`src/rtl/game_timer_pkg.sv`:
```
// Shared types and constants for the game clock and score display.
package game_timer_pkg;

    typedef enum logic [1:0] {
        S_IDLE    = 2'd0,
        S_RUN     = 2'd1,
        S_PAUSE   = 2'd2,
        S_EXPIRED = 2'd3
    } gclk_state_t;

    localparam int CNT_W   = 10;
    localparam int BCD_W   = 12;
    localparam int MAX_SEC = 999;

    // Clamp an 11-bit intermediate seconds value to the 3-digit display range.
    function automatic logic [CNT_W-1:0] satToMax(input logic [CNT_W:0] value);
        logic [CNT_W:0] maxExt;
        maxExt = (CNT_W+1)'(MAX_SEC);
        if (value > maxExt) begin
            return maxExt[CNT_W-1:0];
        end else begin
            return value[CNT_W-1:0];
        end
    endfunction

endpackage

```
`src/rtl/bin_to_bcd3.sv`:
```
// Combinational 10-bit binary to 3-digit BCD (double-dabble); shared with the score display.
module bin_to_bcd3
    import game_timer_pkg::*;
(
    input  logic [CNT_W-1:0] bin,
    output logic [BCD_W-1:0] bcd
);

    // Shift-and-add-3 over all input bits, MSB first.
    always_comb begin
        logic [BCD_W-1:0] acc;
        acc = '0;
        for (int i = CNT_W - 1; i >= 0; i--) begin
            for (int d = 0; d < 3; d++) begin
                if (acc[4*d +: 4] > 4'd4) begin
                    acc[4*d +: 4] = acc[4*d +: 4] + 4'd3;
                end else begin
                    acc[4*d +: 4] = acc[4*d +: 4];
                end
            end
            acc = {acc[BCD_W-2:0], bin[i]};
        end
        bcd = acc;
    end

endmodule

```
`src/rtl/game_clock_ctrl.sv`:
```
// Game-clock controller: one-second prescaler, idle/run/pause/expired sequencing,
// round-robin time-bonus arbitration and saturating remaining-seconds count.
module game_clock_ctrl
    import game_timer_pkg::*;
#(
    parameter int CLK_HZ    = 31_500_000,
    parameter int START_SEC = 90,
    parameter int BONUS_SEC = 30,
    parameter int NUM_REQ   = 3,
    parameter int WARN_SEC  = 10
) (
    input  logic               clk,
    input  logic               resetN,
    input  logic               startN,
    input  logic               pause,
    input  logic [NUM_REQ-1:0] add_req,
    output logic [NUM_REQ-1:0] add_ack,
    output logic [BCD_W-1:0]   sec_bcd,
    output logic               running,
    output logic               one_sec,
    output logic               time_up,
    output logic               low_time
);

    localparam int PW = (CLK_HZ > 1) ? $clog2(CLK_HZ) : 1;
    localparam int RW = (NUM_REQ > 1) ? $clog2(NUM_REQ) : 1;
    localparam logic [PW-1:0]    PRESC_MAX = PW'(CLK_HZ - 1);
    localparam logic [CNT_W-1:0] START_CNT = CNT_W'(START_SEC);
    localparam logic [CNT_W:0]   BONUS_EXT = (CNT_W+1)'(BONUS_SEC);

    gclk_state_t      state, stateNext;
    logic [CNT_W-1:0] cnt, cntNext, cntUpd;
    logic [PW-1:0]    presc, prescNext;
    logic [RW-1:0]    rr, rrNext, rrAdv;
    logic             timeUpReg, timeUpNext;
    logic             tick, grantValid, active;
    logic [CNT_W:0]   sum;

    assign active = (state == S_RUN) || (state == S_PAUSE);
    assign tick   = (state == S_RUN) && (presc == PRESC_MAX);

    // Round-robin grant: first asserted request at or after rr, with wrap.
    always_comb begin
        int idx;
        int nxt;
        add_ack    = '0;
        grantValid = 1'b0;
        rrAdv      = rr;
        idx        = 0;
        nxt        = 0;
        if (active) begin
            for (int i = 0; i < NUM_REQ; i++) begin
                idx = (int'(rr) + i) % NUM_REQ;
                if (!grantValid && add_req[idx]) begin
                    grantValid   = 1'b1;
                    add_ack[idx] = 1'b1;
                    nxt          = (idx + 1) % NUM_REQ;
                    rrAdv        = RW'(nxt);
                end else begin
                    grantValid = grantValid;
                end
            end
        end else begin
            grantValid = 1'b0;
        end
    end

    // Count update: 11 bits so a bonus near the top cannot wrap before clamping.
    always_comb begin
        sum    = {1'b0, cnt} - {{CNT_W{1'b0}}, tick} + (grantValid ? BONUS_EXT : (CNT_W+1)'(0));
        cntUpd = satToMax(sum);
    end

    // Phase sequencing; expiry takes priority over a simultaneous pause request.
    always_comb begin
        stateNext  = state;
        cntNext    = cnt;
        prescNext  = presc;
        rrNext     = rr;
        timeUpNext = 1'b0;
        case (state)
            S_IDLE, S_EXPIRED: begin
                if (!startN) begin
                    stateNext = S_RUN;
                    cntNext   = START_CNT;
                    prescNext = '0;
                end else begin
                    stateNext = state;
                end
            end
            S_RUN: begin
                cntNext   = cntUpd;
                rrNext    = rrAdv;
                prescNext = tick ? '0 : presc + PW'(1);
                if (sum == '0) begin
                    stateNext  = S_EXPIRED;
                    timeUpNext = 1'b1;
                end else if (pause) begin
                    stateNext = S_PAUSE;
                end else begin
                    stateNext = S_RUN;
                end
            end
            S_PAUSE: begin
                cntNext = cntUpd;
                rrNext  = rrAdv;
                if (!pause) begin
                    stateNext = S_RUN;
                end else begin
                    stateNext = S_PAUSE;
                end
            end
            default: begin
                stateNext = S_IDLE;
            end
        endcase
    end

    // State registers.
    always_ff @(posedge clk or negedge resetN) begin
        if (!resetN) begin
            state     <= S_IDLE;
            cnt       <= START_CNT;
            presc     <= '0;
            rr        <= '0;
            timeUpReg <= 1'b0;
        end else begin
            state     <= stateNext;
            cnt       <= cntNext;
            presc     <= prescNext;
            rr        <= rrNext;
            timeUpReg <= timeUpNext;
        end
    end

    bin_to_bcd3 u_bcd (
        .bin (cnt),
        .bcd (sec_bcd)
    );

    assign running  = (state == S_RUN);
    assign one_sec  = tick;
    assign time_up  = timeUpReg;
    assign low_time = active && (cnt != '0) && (int'(cnt) < WARN_SEC);

endmodule

```
`config.mk`:
```
export PLATFORM = sky130hd
export DESIGN_NAME = game_clock_ctrl
export DESIGN_NICKNAME = d
export VERILOG_FILES = /design/src/rtl/game_timer_pkg.sv /design/src/rtl/bin_to_bcd3.sv /design/src/rtl/game_clock_ctrl.sv
export SDC_FILE = /design/constraint.sdc
export NUM_CORES = 1
export LEC_CHECK = 0
export CAP_MARGIN = 10
export CORE_MARGIN = 4
export CORE_UTILIZATION = 55
export CTS_CLUSTER_SIZE = 8
export DETAILED_ROUTE_END_ITERATION = 12
export GPL_TIMING_DRIVEN = 0
export PLACE_DENSITY_LB_ADDON = 0.1
export SLEW_MARGIN = 20
export SYNTH_ARGS = -nofsm -noshare
export SYNTH_HDL_FRONTEND = slang
export SYNTH_SLANG_ARGS = --single-unit
```
`constraint.sdc`:
```
create_clock -name clk -period 6.95 [get_ports clk]
set_input_delay 1.39 -clock clk [delete_from_list [all_inputs] [get_ports clk]]
set_output_delay 1.39 -clock clk [all_outputs]
set_load 0.03 [all_outputs]
```
==> metrics <==
Post-Route WL 12470 um; Top FF cell, synth dfrtp_1; global-route wire length before repair between 20000 and 25000 um; Final min period 6.898 ns; worst hold-check path type flip-flop to flip-flop; Synth async-reset ratio 100.0%; count of pins over their slew limit 0; vias after detailed routing between 4000 and 5000; Initial Util a little under three fifths; Worst-Skew Late Latency roughly 0.3 ns; Die Area ~10000 um2; Horiz. Die Dim just over 100 um; Final Cell Area 6155 um2; ANT nets after route 0; H-tree Lvls 2; Max clock buf depth 2; area of the core 8382 um2; Critical Path AT about 5.5 ns; clock-pin slew on the worst setup and hold paths approximately 0.08 ns; gp weighted congestion 0.9189; Synth warnings 0; antenna violations before repair 0; final setup TNS 0 ns; syn avg cell area roughly 8.0 um2; vias per cell between 6 and 7; CTS buffer count 5; CTS hold repair buffers 0; Die Y-Extent 101.7 um; Port Buffer Count 24; Required @ worst endpoint around 5.6 ns; Mapped Cells about 600; Clock Tree Root clkbuf_8; Final WS setup approximately 0.052 ns; I/O pins 26; Row Count 33; FMAX ~140 MHz; Post-synth EDFFs 0; DP Wirelength roughly 8500 um; final hold vios 0; type of the worst setup path flip-flop to output port; layout cells sized above 1 approximately 25%; Final #Nets between 700 and 800; Max transition margin a little under three fifths; Mapped Nets 671; Antenna Cells 0; drt drc 0; outcome complete, no violations; sequential share of the synthesized area a little over a fifth; Final period util 99.26%; drt initial violations 270; CP max stage delay 0.40 ns; CP max FO 4; CP endpoint kind output port; type of origin of the critical path flip-flop; MaxCap Viol Count 0; post-synth cell types between 70 and 80; RSZ-0062 raised after global routing yes; Worst Tran Pin Value around 0.65 ns; clk sink count 40; Syn-to-layout area delta 27.50%; Setup Skew between 0.003 and 0.004 ns; Overall Global Routing Usage a little under a quarter; CTS tree done; Synth Register Bits 40; Worst path slowest cell dfrtp_1; Avg WL per Cell ~16 um; vias in the first global route roughly 4400; global route total overflow 0; final setup fails 0; Mapped Area roughly 4800 um2; Final Non-Filler Cells about 780; DP Area 5293 um2; Pre-antenna DRT Iters 5; Cells after DPL 731; Placement Setup Slack -1.309 ns; largest net degree at the start of global routing 26
[sequential cells by signal, indices dropped and copies added, names as in the netlist]
| register | cells |
|---|---|
| presc | 25 |
| cnt | 10 |
| rr | 2 |
| time_up | 1 |
| state | 2 |
[cell families (layout without fill, tap and decap cells)]
family / count (synthesis) / in the layout / share of synthesized area [%]
AND/OR/NAND/NOR: 197 / 197 / 20.01
AO/OA/AOI/OAI: 171 / 171 / 23.67
buffers and inverters: 66 / 136 / 5.521
adder cells (fa/ha/maj): 63 / 63 / 16.49
flip-flops: 40 / 40 / 20.84
multiplexers: 33 / 33 / 7.698
XOR/XNOR: 31 / 31 / 5.780
[metal layers]
| layer | wire (um) | track usage (%) |
|---|---|---|
| met1 | 5528 | 29.94 |
| met2 | 6421 | 42.56 |
| met3 | 342 | 3.099 |
| met4 | 177 | 3.783 |
| met5 | 0 | 0 |
[per-stage QoR]
stage          hold slack (ns)  utilization [%]
6_report                0.5028            73.43
5_1_grt                 0.5285            73.43
4_1_cts                 0.5052            70.46
3_5_place_dp            0.4905            63.14
3_3_place_gp            0.4804            62.96
2_1_floorplan           0.4373                -
[worst max-delay path, delay by kind of cell, from the launching register on]
family	cells	cell delay, ns
fa+ha+maj	7	1.50
compound gates	6	1.26
xor+xnor	5	0.79
mux	2	0.59
buf+inv	7	0.58
flops	1	0.40
simple gates	1	0.06
[area by class of cell]
cell class | instances | area (um2)
fillers | 599 | 2227
plain buffers | 13 | 70.07
repair buffers | 63 | 535.5
inverters | 52 | 197.7
flip-flops and latches | 40 | 1006
clock buffers | 7 | 96.34
multi-input cells | 495 | 4088
clock inverters | 1 | 30.03
well taps | 105 | 131.4
[worst paths after layout]
check | from | to | slack (ns) | depth (start not counted)
max reg2reg | rr[1] | rr[1] | 0.44 | 27
max | cnt[7] | sec_bcd[6] | 0.05 | 28
max in group asynchronous | resetN | cnt[6] | 5.42 | 2
min in group asynchronous | resetN | presc[17] | 1.00 | 1
min | presc[2] | presc[2] | 0.50 | 1
min reg2reg | presc[2] | presc[2] | 0.50 | 1
[Yosys cell counts (3+ instances only)]
cell	number	share of area [%]
nand2_1	49	3.8
nor2b_1	9	1.2
o31ai_1	7	1.1
nand2b_1	7	0.91
a21oi_1	37	3.8
dfrtp_1	36	19
a31oi_1	8	1.0
or4_1	3	0.47
o21a_1	5	0.78
nand3_1	16	1.7
clkbuf_1	7	0.54
xor2_1	10	1.8
and2_1	5	0.65
nor2_1	63	4.9
nand4_1	7	0.91
mux2i_1	21	4.4
dfstp_2	4	2.2
a31o_2	5	0.91
ha_1	62	16
mux2_2	9	2.1
nor4_1	3	0.39
xnor2_1	20	3.6
a21o_1	7	1.1
nor3_1	11	1.1
o211ai_1	5	0.78
inv_1	51	4.0
o21bai_1	9	1.4
o21ai_0	44	4.6
a211oi_1	6	0.93
a21boi_0	3	0.47
and3_1	7	0.91
[what timing repair did]
item / CTS / global route
endpoints found under the setup margin: 13 / 13
buffers inserted: 29 / 9
pin swaps: 19 / 21
resized for setup: 117 / 36
[placed cells by master (no fill, tap or decap), drive strengths merged, types with 3 or more instances in the layout]
| master | instances |
|---|---|
| dfrtp | 36 |
| xor2 | 11 |
| nand3 | 17 |
| or4 | 3 |
| and2 | 5 |
| a21o | 8 |
| clkbuf | 16 |
| mux2i | 23 |
| o31ai | 7 |
| inv | 51 |
| nand4 | 7 |
| o21bai | 10 |
| nor2 | 63 |
| nor2b | 9 |
| o211ai | 5 |
| and3 | 7 |
| xnor2 | 20 |
| nor3b | 3 |
| a21oi | 37 |
| a211oi | 8 |
| a31o | 6 |
| mux2 | 10 |
| o21a | 5 |
| clkdlybuf4s50 | 10 |
| nor4 | 3 |
| buf | 53 |
| dfstp | 4 |
| ha | 62 |
| nand2b | 7 |
| or3 | 3 |
| a31oi | 9 |
| a21boi | 4 |
| o21ai | 46 |
| nor3 | 12 |
| nand2 | 49 |
Power is not shown: default switching activity piles up to over one toggle a cycle in this logic, so the estimate is an artifact.
==> RTL edit 1, RTL diff (same settings) <==
Set the parameter `WARN_SEC` to 5 (it was 10).
--- a/src/rtl/game_clock_ctrl.sv
+++ b/src/rtl/game_clock_ctrl.sv
@@ -7,7 +7,7 @@
     parameter int START_SEC = 90,
     parameter int BONUS_SEC = 30,
     parameter int NUM_REQ   = 3,
-    parameter int WARN_SEC  = 10
+    parameter int WARN_SEC  = 5
 ) (
     input  logic               clk,
     input  logic               resetN,
Behaviour: same outputs for any inputs over 4 cycles, from zero or initial values and one cycle with resetN low; that may be too few to reach the edited logic, so the function may still have changed.
==> RTL edit 1 against the original RTL <==
The run now ends with setup timing left. Largest cell class unchanged. Wire length grew 7.0%. Synthesized area up 4.5%. Critical endpoint is now sec_bcd[2]. First-iteration DRC count fell by 27%. Worst setup slack lost 74 ps. Design area up 2.0%. Register-to-register slack gained 170 ps. Sequential cell count is the same.
Power is left out: the tool's default activity adds up to more than one toggle a clock period on the data nets, which glitch-free logic cannot reach.
==> RTL edit 1: results (changes against the original RTL) <==
- Status: finished, violations left
- Failing checks: setup timing
- Commonest cells in the netlist: 62 x ha_1, 60 x nand2_1, 58 x o21ai_0, 51 x inv_1, 41 x a21oi_1
- Final setup fails: 1 (+1)
- PnR worst setup slack: -22.9 ps (-74.5 ps)
- Non-clock buffer count in the final layout: 81 (+6.6%)
- Hold_ws: 475 ps (-27.8 ps)
- Setup bufs post-CTS: 9 (-69%)
- Dpl hpwl: 9.09 mm (+7.2%)
- First-pass GRT wire length: 20.8 mm (+3.9%)
- CP max FO: 5 (+1)
- Dpl ws: -1050 ps (+264 ps)
- Hold EP: presc[24]
- CP peak stage delay: 460 ps (+60 ps)
- ClkCell Share: 1.43% (-0.62 points)
- Via count of the first global-routing pass: 4600 (+3.8%)
- #MultiIn Comb: 524 (+5.9%)
- Wire per inst: 16.4 um (+2.3%)
- Mapped Cells: 636 (+5.8%)
- Hold Path Origin: presc[24]
- Placed Cells: 770 (+5.3%)
- Clock Skew: 9.84 ps (+6.77 ps)
- Port-buffer cells: 25 (+4.2%)
- GRT Total Usage: 22.0% (-1.3 points)
- Synth-to-layout area growth: 24.5%
- Crit path to: sec_bcd[2]
- Fraction of area in registers: 16.1% (-0.29 points)
- Mapped Nets: 706 (+5.2%)
- Worst-Margin Slew: 734 ps (+88.8 ps)
- Reg2reg path depth: 25 (-7.4%)
- R2r setup slk: 610 ps (+170 ps)
- DRT iter0 DRCs: 196 (-27%)
-- RTL edit 1: cell count changes after synthesis, sizes merged, moves of 3 or more --
cell / change
nand3b: +4
o31a: +3
a21oi: +5
o21ai: +20
clkbuf: +5
nand4: +6
o211ai: -4
nor2: -24
nand3: +6
nand2: +12
mux2: -3
nand2b: +3
-- RTL edit 1: kinds of logic (layout without fill, tap and decap cells) --
kind of cell | count (synthesis) | count (layout) | synth area share [%]
AO/OA/AOI/OAI | 187 | 187 | 24.9
adder cells (fa/ha/maj) | 63 | 63 | 15.8
AND/OR/NAND/NOR | 213 | 213 | 21.7
buffers and inverters | 72 | 140 | 6.00
XOR/XNOR | 31 | 31 | 5.38
flip-flops | 40 | 40 | 19.9
multiplexers | 30 | 30 | 6.35
-- RTL edit 1: routing by layer --
metal	share of wire [%]	GRT usage, %	vias to the layer above
met2	50	38.1	129
met4	2.2	4.75	0
met1	44	29.9	2387
met5	0	0	-
li1	-	-	2434
met3	3.3	2.24	39
==> RTL edit 2, RTL diff (same settings) <==
Made on the original files. Re-encode `gclk_state_t` (4 states) as one-hot, 4 bits wide.
--- a/src/rtl/game_timer_pkg.sv
+++ b/src/rtl/game_timer_pkg.sv
@@ -1,11 +1,11 @@
 // Shared types and constants for the game clock and score display.
 package game_timer_pkg;
 
-    typedef enum logic [1:0] {
-        S_IDLE    = 2'd0,
-        S_RUN     = 2'd1,
-        S_PAUSE   = 2'd2,
-        S_EXPIRED = 2'd3
+    typedef enum logic [3:0] {
+        S_IDLE    = 4'b0001,
+        S_RUN     = 4'b0010,
+        S_PAUSE   = 4'b0100,
+        S_EXPIRED = 4'b1000
     } gclk_state_t;
 
     localparam int CNT_W   = 10;
Check against the original RTL: same outputs for any inputs over 4 cycles, from zero or initial values and one cycle with resetN low; so few cycles prove little.
==> RTL edit 2 against the original RTL <==
Count of clock-buffer cells in the layout fell by 1. Design area up 1.2%. Synthesized area up 5.1%. Sequential cell count up 2. First-iteration DRC count decreased by 2.6%. Wire length is 0.71% higher. Worst setup slack better by 69 ps. Critical endpoint is now sec_bcd[8].
Power is not shown: default switching activity piles up to over one toggle a cycle in this logic, so the estimate is an artifact.
==> RTL edit 2: results (changes against the original RTL) <==
- Hold_ws: 506 ps (+3.28 ps)
- Syn avg cell area: 7.92 sq um (-1.5%)
- Worst skew pair latency: 300 ps (about the same)
- DRT iter0 DRCs: 263 (-2.6%)
- Hold EP: presc[24]
- Top flop regs: presc x25, cnt x10, state x4
- Via count of the first global-routing pass: 4603 (+3.9%)
- Sequential fraction of the synthesis area: 20.8% (about the same)
- Clock Skew: 9.40 ps (+6.33 ps)
- Status: finished clean
- RD Place Congestion: 0.884 (-3.8%)
- Mapped Nets: 709 (+5.7%)
- R2r setup slk: 300 ps (-140 ps)
- FF-to-FF Start: rr[1]
- Placed Cells: 774 (+5.9%)
- Vias per cell: 5.96 (-0.95%)
- Layout cell share with drive strength beyond 1: 25.9% (+1.0 points)
- Relative slew slack: 50.3% (-6.3 points)
- Non-Filler Instances: 815 (+5.0%)
- GRT Total Usage: 22.0% (-1.4 points)
- First-pass GRT wire length: 20.6 mm (+3.1%)
- Commonest cells in the netlist: 60 x ha_1, 60 x o21ai_0, 56 x nand2_1, 55 x nor2_1, 52 x inv_1
- Filler Cell Count: 701 (+17%)
- Clk slew on worst S/H paths: 80 ps (about the same)
- CP peak stage delay: 400 ps (about the same)
- Final #Nets: 774 (+4.6%)
- Unique cell type count in the Yosys netlist: 78 (-1.3%)
- Hold Path Origin: presc[24]
- Wire per inst: 15.4 um (-4.1%)
- Reg2reg path depth: 30 (+11%)
- Dpl hpwl: 8.79 mm (+3.6%)
- Worst hold stages: 1 (unchanged)
- Largest net degree at the start of global routing: 25 (-3.8%)
- Ranking of synthesized cells by area: dfrtp_1 18%, ha_1 15%, o21ai_0 5.9%
## RTL edit 2: cell types whose count changed in the layout (fill, tap and decap cells not counted), moves of 5 or more
cell	unedited run	this run
nand2_1	48	54
a21oi_2	3	8
mux2i_4	9	3
buf_6	7	2
o21ai_0	44	56
nor2b_1	9	4
xnor2_1	11	20
nor2_1	60	53
and3_1	7	16
nand3_1	16	21
clkbuf_2	1	7
## RTL edit 2: layout make-up
| type | instances | area share (%) |
|---|---|---|
| plain buffers | 19 | 1.67 |
| well taps | 108 | 2.17 |
| clock buffers | 6 | 1.33 |
| clock inverters | 2 | 0.201 |
| multi-input cells | 527 | 67.0 |
| inverters | 52 | 3.17 |
| repair buffers | 59 | 7.45 |
| flip-flops and latches | 42 | 17.0 |
## RTL edit 2: per-stage QoR
step	setup TNS (ps)	cell area [sq um]	worst slack, ps
after global placement	-7030	5450	-1330
after CTS	0	5880	2.99
after global routing	-822	6230	-135
after detailed placement	-10010	5470	-1450
after floorplan	0	5070	34.8
final	0	6230	121
## RTL edit 2: worst max-delay path by stage
stage / from / endpoint / slack, ps
3_3_place_gp: add_req[1] / rr[1] / -1330
3_5_place_dp: add_req[1] / rr[1] / -1450
5_1_grt: cnt[8] / sec_bcd[8] / -130
6_report: cnt[8] / sec_bcd[8] / 120
2_1_floorplan: add_req[2] / rr[1] / 30
4_1_cts: cnt[8] / sec_bcd[6] / 3
## RTL edit 2: logic make-up after synthesis
logic type	Yosys count	share of synthesized area [%]
flip-flops	42	20.8
AO/OA/AOI/OAI	187	24.1
XOR/XNOR	38	6.71
multiplexers	29	6.46
adder cells (fa/ha/maj)	61	15.2
AND/OR/NAND/NOR	212	20.9
buffers and inverters	72	5.82
## RTL edit 2: per-layer routing
layer	routed length, um	vias up	track usage, %
li1	-	2423	-
met1	5630	2329	27.7
met2	6400	87	39.2
met3	311	22	2.98
met4	217	0	6.27
met5	0	-	0
## RTL edit 2: repair_timing
| action | in CTS | in global routing |
|---|---|---|
| endpoints found under the setup margin | 13 | 13 |
| resized for setup | 99 | 62 |
| hold buffers | 0 | 0 |
| pin swaps | 11 | 28 |
| setup buffers | 13 | 21 |
## RTL edit 2: worst register-to-register path: cells and delay by family, from the launching register on
kind,cells,cell delay [ps]
xor+xnor,2,340
compound gates,8,1410
mux,2,660
simple gates,8,1700
buf+inv,5,900
flops,1,450
fa+ha+maj,5,1140
